### config.mk
export PLATFORM = sky130hd
export DESIGN_NAME = cci_mpf_shim_tag_mgr
export DESIGN_NICKNAME = d
export VERILOG_FILES = /design/src/rtl/cci_mpf_shim_tag_mgr.sv
export SDC_FILE = /design/constraint.sdc
export NUM_CORES = 1
export LEC_CHECK = 0
export BUFFER_PORTS_ARGS = -buffer_cell sky130_fd_sc_hd__buf_2
export CORE_MARGIN = 2
export CORE_UTILIZATION = 61
export CTS_CLUSTER_DIAMETER = 120
export DETAILED_ROUTE_END_ITERATION = 7
export HOLD_SLACK_MARGIN = 0.05
export PLACE_DENSITY = 0.94
export SLEW_MARGIN = 10
export SYNTH_ARGS = -nofsm -noshare
export SYNTH_HDL_FRONTEND = slang
export SYNTH_SLANG_ARGS = --single-unit
### constraint.sdc
create_clock -name clk -period 10.2 [get_ports clk]
set_clock_uncertainty 0.2 [all_clocks]
set_input_delay 1.02 -clock clk [delete_from_list [all_inputs] [get_ports clk]]
set_output_delay 1.02 -clock clk [all_outputs]
set_load 0.05 [all_outputs]
### src/rtl/cci_mpf_shim_tag_mgr.sv
// Mdata tag manager for shim-internal requestors: allocates pool slots round-robin,
// builds reserved-bit tags and routes/frees responses back to the owning client.
module cci_mpf_shim_tag_mgr #(
  parameter int N_CLIENTS      = 2,
  parameter int SLOT_BITS      = 4,
  parameter int MDATA_WIDTH    = 16,
  parameter int RESERVED_IDX   = 15,
  parameter int MAX_PER_CLIENT = 8
) (
  input  logic                   clk,
  input  logic                   reset_n,
  input  logic [N_CLIENTS-1:0]   alloc_req,
  output logic [N_CLIENTS-1:0]   alloc_gnt,
  output logic [MDATA_WIDTH-1:0] alloc_mdata,
  input  logic                   rsp_valid,
  input  logic [MDATA_WIDTH-1:0] rsp_mdata,
  input  logic                   rsp_last,
  output logic                   rsp_shim,
  output logic [N_CLIENTS-1:0]   rsp_client,
  output logic [SLOT_BITS-1:0]   rsp_slot,
  output logic [SLOT_BITS:0]     n_free,
  output logic                   err
);

  localparam int CLIENT_BITS = (N_CLIENTS > 1) ? $clog2(N_CLIENTS) : 1;
  localparam int POOL        = 1 << SLOT_BITS;
  localparam int CNT_W       = SLOT_BITS + 1;
  localparam logic [CNT_W-1:0]     MAX_CNT  = CNT_W'(MAX_PER_CLIENT);
  localparam logic [CNT_W-1:0]     POOL_CNT = CNT_W'(POOL);
  localparam logic [CLIENT_BITS:0] N_CL     = (CLIENT_BITS + 1)'(N_CLIENTS);

  // Assertion is immediate; release is delayed two clocks.
  logic [1:0] rst_sync_q;
  logic       rst_int_n;

  always_ff @(posedge clk or negedge reset_n) begin
    if (!reset_n) rst_sync_q <= '0;
    else          rst_sync_q <= {rst_sync_q[0], 1'b1};
  end
  assign rst_int_n = rst_sync_q[1];

  logic [POOL-1:0]        busy_q, busy_d;
  logic [CLIENT_BITS-1:0] owner_q [POOL];
  logic [CLIENT_BITS-1:0] owner_d [POOL];
  logic [CNT_W-1:0]       count_q [N_CLIENTS];
  logic [CNT_W-1:0]       count_d [N_CLIENTS];
  logic [CLIENT_BITS-1:0] ptr_q, ptr_d;
  logic [CNT_W-1:0]       n_free_q, n_free_d;
  logic                   rsp_shim_q, rsp_shim_d;
  logic [N_CLIENTS-1:0]   rsp_client_q, rsp_client_d;
  logic [SLOT_BITS-1:0]   rsp_slot_q, rsp_slot_d;
  logic                   err_q, err_d;

  logic [SLOT_BITS-1:0]   free_slot;
  logic [N_CLIENTS-1:0]   elig;
  logic                   gnt_any;
  logic [CLIENT_BITS-1:0] gnt_idx;

  always_comb begin
    free_slot = '0;
    for (int s = POOL - 1; s >= 0; s--) begin
      if (!busy_q[s]) free_slot = SLOT_BITS'(s);
    end
  end

  always_comb begin
    elig = '0;
    for (int i = 0; i < N_CLIENTS; i++) begin
      elig[i] = rst_int_n && alloc_req[i] && (count_q[i] < MAX_CNT) && (n_free_q != '0);
    end
  end

  always_comb begin
    gnt_any = 1'b0;
    gnt_idx = '0;
    for (int k = 0; k < N_CLIENTS; k++) begin
      if (!gnt_any && elig[(int'(ptr_q) + k) % N_CLIENTS]) begin
        gnt_any = 1'b1;
        gnt_idx = CLIENT_BITS'((int'(ptr_q) + k) % N_CLIENTS);
      end
    end
  end

  always_comb begin
    alloc_gnt   = '0;
    alloc_mdata = '0;
    if (gnt_any) begin
      alloc_gnt                              = N_CLIENTS'(1) << gnt_idx;
      alloc_mdata[RESERVED_IDX]              = 1'b1;
      alloc_mdata[0 +: CLIENT_BITS]          = gnt_idx;
      alloc_mdata[CLIENT_BITS +: SLOT_BITS]  = free_slot;
    end
  end

  logic                   rsp_res, cli_ok, tag_ok, is_shim, free_en, err_set;
  logic [CLIENT_BITS-1:0] rsp_cli;
  logic [SLOT_BITS-1:0]   rsp_sl;
  logic                   unused_mdata;

  assign unused_mdata = ^rsp_mdata;
  assign rsp_res = rsp_valid && rsp_mdata[RESERVED_IDX];
  assign rsp_cli = rsp_mdata[0 +: CLIENT_BITS];
  assign rsp_sl  = rsp_mdata[CLIENT_BITS +: SLOT_BITS];
  assign cli_ok  = {1'b0, rsp_cli} < N_CL;
  assign tag_ok  = cli_ok && busy_q[rsp_sl] && (owner_q[rsp_sl] == rsp_cli);
  assign is_shim = rsp_res && tag_ok;
  assign free_en = is_shim && rsp_last;
  assign err_set = rsp_res && !tag_ok;

  always_comb begin
    busy_d  = busy_q;
    owner_d = owner_q;
    count_d = count_q;
    if (gnt_any) begin
      busy_d[free_slot]  = 1'b1;
      owner_d[free_slot] = gnt_idx;
    end
    // A granted slot is never the freed one: grants only pick non-busy slots.
    if (free_en) busy_d[rsp_sl] = 1'b0;
    for (int i = 0; i < N_CLIENTS; i++) begin
      if (gnt_any && gnt_idx == CLIENT_BITS'(i))
        count_d[i] = count_d[i] + CNT_W'(1);
      if (free_en && owner_q[rsp_sl] == CLIENT_BITS'(i))
        count_d[i] = count_d[i] - CNT_W'(1);
    end

    n_free_d = n_free_q;
    if (gnt_any && !free_en)      n_free_d = n_free_q - CNT_W'(1);
    else if (free_en && !gnt_any) n_free_d = n_free_q + CNT_W'(1);

    ptr_d = gnt_any ? CLIENT_BITS'((int'(gnt_idx) + 1) % N_CLIENTS) : ptr_q;

    rsp_shim_d   = is_shim;
    rsp_client_d = is_shim ? (N_CLIENTS'(1) << rsp_cli) : '0;
    rsp_slot_d   = is_shim ? rsp_sl : rsp_slot_q;
    err_d        = err_q || err_set;
  end

  always_ff @(posedge clk or negedge rst_int_n) begin
    if (!rst_int_n) begin
      busy_q       <= '0;
      for (int s = 0; s < POOL; s++) owner_q[s] <= '0;
      for (int i = 0; i < N_CLIENTS; i++) count_q[i] <= '0;
      ptr_q        <= '0;
      n_free_q     <= POOL_CNT;
      rsp_shim_q   <= 1'b0;
      rsp_client_q <= '0;
      rsp_slot_q   <= '0;
      err_q        <= 1'b0;
    end else begin
      busy_q       <= busy_d;
      owner_q      <= owner_d;
      count_q      <= count_d;
      ptr_q        <= ptr_d;
      n_free_q     <= n_free_d;
      rsp_shim_q   <= rsp_shim_d;
      rsp_client_q <= rsp_client_d;
      rsp_slot_q   <= rsp_slot_d;
      err_q        <= err_d;
    end
  end

  assign rsp_shim   = rsp_shim_q;
  assign rsp_client = rsp_client_q;
  assign rsp_slot   = rsp_slot_q;
  assign n_free     = n_free_q;
  assign err        = err_q;

endmodule
==> results.md <==
- Most common flop cell mapped by yosys: dfrtp_1
- Min cycle time layout: 4.33 ns
- Area Overhead vs Synth: 10.4%
- Mean Syn Cell Area: ~11 um^2
- First-pass GRT wire length: around 13000 um
- Routed len/inst: ~18 um
- Largest net degree at the start of global routing: 60
- Vias/cell: about 6.2
- Slew HR: 52.2%
- Achievable Freq: between 200 and 250 MHz
- Outcome: complete, no violations
- Cell Rows: 27
- Cells after Synth: 320
- M1 wire length: roughly 3200 um
- GRT overflow: 0
- Share of flip-flops with an asynchronous set or reset: 100%
- #FFs+latches synth: a little under 60
- Placer's final routability congestion estimate: 0.977
- Most frequent cells after synthesis: 57 x dfrtp_1, 22 x nand2_1, 20 x mux2_2, 20 x nor2_1, 17 x nand3_1
- Fillers: slightly above 400
- DRC: 0
- Pwr per Cell Area: 305 mW/mm^2
- Routed wire length: just under 8000 um
- Final Hold Fails: 0
- Clock sink count: a little under 60
- Clock Latency Late Sink: 0.35 ns
- Min-Delay Startpoint: rst_sync_q[0]
- Ant. Diodes: 0
- Worst slack, placed: 5.60 ns
- CP Launch Type: input port
- Post-DP HPWL: ~5400 um
- CTS max path bufs: 2
- IO Port Bufs: 32
- Sequential share of power: 33.3%
- Setup TNS Final: 0 ns
- Cell with the most instances after synthesis: dfrtp_1
- Sequential element share of the synthesized area: 42.6%
- CTS tree: yes
- Yosys top cell area share: 41.8%
- Worst EP required: between 10 and 15 ns
- Clk pin slew, worst setup/hold paths: 0.07 ns
- Worst VDD drop: 0.000200 V
- # IOs: 53
- Final ANT Viol Nets: 0
- Clock share of power: approximately 17%
- CTS Hold Bufs: 0
- Post-synth top area cell: dfrtp_1
- Leakage power: 1.74 nW
- RSZ-0062 raised after global routing: no
- Post-synth cell types: between 50 and 60
- Switching Share: roughly 46%
- Setup Viol. Count Final: 0
- Worst setup path start: rsp_mdata[2]
- Vias in the first global route: 2702
- Worst Slack Setup Final: 5.87 ns
- Share of cells above drive strength 1: between 20% and 30%
- Combinational share of power: between 40% and 50%
- Number of detailed-route iterations in the first pass: 6
- Critical path class: in -> reg
- Dominant cells by area after synthesis: dfrtp_1 42%, mux2_2 6.6%, mux4_2 5.3%
- Initial Util: 62.7%
- Starting DRT DRC Count: between 300 and 400
- Die Height: 78.8 um
- Min-delay worst type: reg -> reg
- Post-route cell area: 0.00377 mm^2
- Die Width: 78.8 um
- Post-CTS Setup Bufs: 0
- Final period util: 42.4%
- Yosys warns: 0
- CTS H-tree depth: 3
- # resized after CTS: 0
- Routed wl met3: between 600 and 700 um
- Cell Area, Synth: 0.00341 mm^2
- Total track usage: 27.5%
- Critical path arrival: around 4.4 ns
- Core Region: roughly 0.0054 mm^2
- Max-Cap Viols: 0
- Max layer used: met4
- Slew at the pin closest to its max-slew limit: 0.717 ns
- Final Slew Violations: 0
- Worst Setup End Kind: flip-flop
- FF-to-FF Start: rst_sync_q[1]
- CP Max Fanout: 13
- DR WL met2: ~3800 um
- Internal power: between 0.6 and 0.7 mW
- Initial antenna violation count: 0
- Placed Instance Area: 0.00358 mm^2
- Total CTS buffers: 9
- Switch Pwr: 0.533 mW
- Total number of vias: roughly 2700
- Die area: 0.00621 mm^2
- Number of nets in the layout: 383
- CTS root buf: clkbuf_8
- Post-synth EDFFs: 0
==> final cells by class <==
| class | instances | area, um^2 | share of cell area, % |
|---|---|---|---|
| multi-input combinational | 236 | 1810 | 48.1 |
| sequential | 58 | 1450 | 38.6 |
| timing repair buffer | 35 | 183 | 4.85 |
| clock buffer | 14 | 173 | 4.58 |
| tap | 72 | 90.1 | 2.39 |
| inverter | 12 | 45.0 | 1.20 |
| clock inverter | 2 | 10.0 | 0.266 |
==> cells by family after synthesis <==
kind of cell	Yosys count	share of synthesized area, %
xor gates and xnor gates	22	5.65
buffers and inverters	35	5.43
and+or+nand+nor	92	14.0
muxes	41	16.2
adders and majority gates	9	3.52
other	2	0.220
DFF	58	42.6
AOI/OAI and AO/OA	61	12.4
==> critical path: stages <==
cell and delay [ns]:
buf_2 0.31, nor2b_1 0.57, a22oi_1 0.22, and3_1 0.27, a22oi_1 0.35, nand2b_1 0.20, ha_1 0.26, inv_1 0.11
fa_1 0.40, inv_1 0.07, a21o_1 0.11, a21oi_1 0.08, xnor2_1 0.13, nor2_1 0.12, xor2_1 0.17
==> sequential cells by signal, indices dropped and copies added, names as in the netlist <==
signal / cells
count_q: 10
rsp_shim: 1
owner_q: 16
busy_q: 16
rsp_client: 2
rst_sync_q: 2
err: 1
ptr_q: 1
n_free: 5
rsp_slot: 4
==> layout by cell type (no fill, tap or decap), drive strengths merged, types with 10 or more instances in the layout <==
cell type,instances
xnor2,12
conb,11
nand2,22
nand3,17
clkbuf,14
buf,35
nor2,20
a21oi,16
xor2,10
dfrtp,57
mux2i,12
mux2,20
inv,12
==> final timing paths <==
kind	slack [ns]	cells after the start	end
min reg2reg	0.16	0	rst_sync_q[1]
min in group asynchronous	0.19	1	count_q[4]
max	5.87	15	n_free[4]
min	0.16	0	rst_sync_q[1]
max reg2reg	6.58	11	n_free[4]
max in group asynchronous	9.13	1	rsp_client[0]
==> per-stage QoR <==
stage               power [mW]  std cells  utilization, %  hold slack [ns]
floorplan                0.809        329               -            0.131
global placement         0.911        413            65.9            0.137
detailed placement       0.940        413            65.9            0.148
CTS                       1.15        429            69.2            0.162
global route              1.22        429            69.2            0.165
finish                    1.15        429            69.2            0.156
==> routing by layer <==
metal,GRT usage (%),up-vias
li1,-,1217
met1,34.4,1285
met2,44.2,144
met3,7.84,34
met4,13.0,0
met5,0,-
==> power by group through the flow <==
stage | clock, mW | sequential, mW | combinational (mW)
3_5_place_dp | 0 | 0.382 | 0.559
2_1_floorplan | 0 | 0.425 | 0.384
6_report | 0.196 | 0.383 | 0.570
5_1_grt | 0.212 | 0.392 | 0.620
3_3_place_gp | 0 | 0.375 | 0.535
4_1_cts | 0.201 | 0.380 | 0.565
No activity file was read; power rests on OpenSTA's default activity.
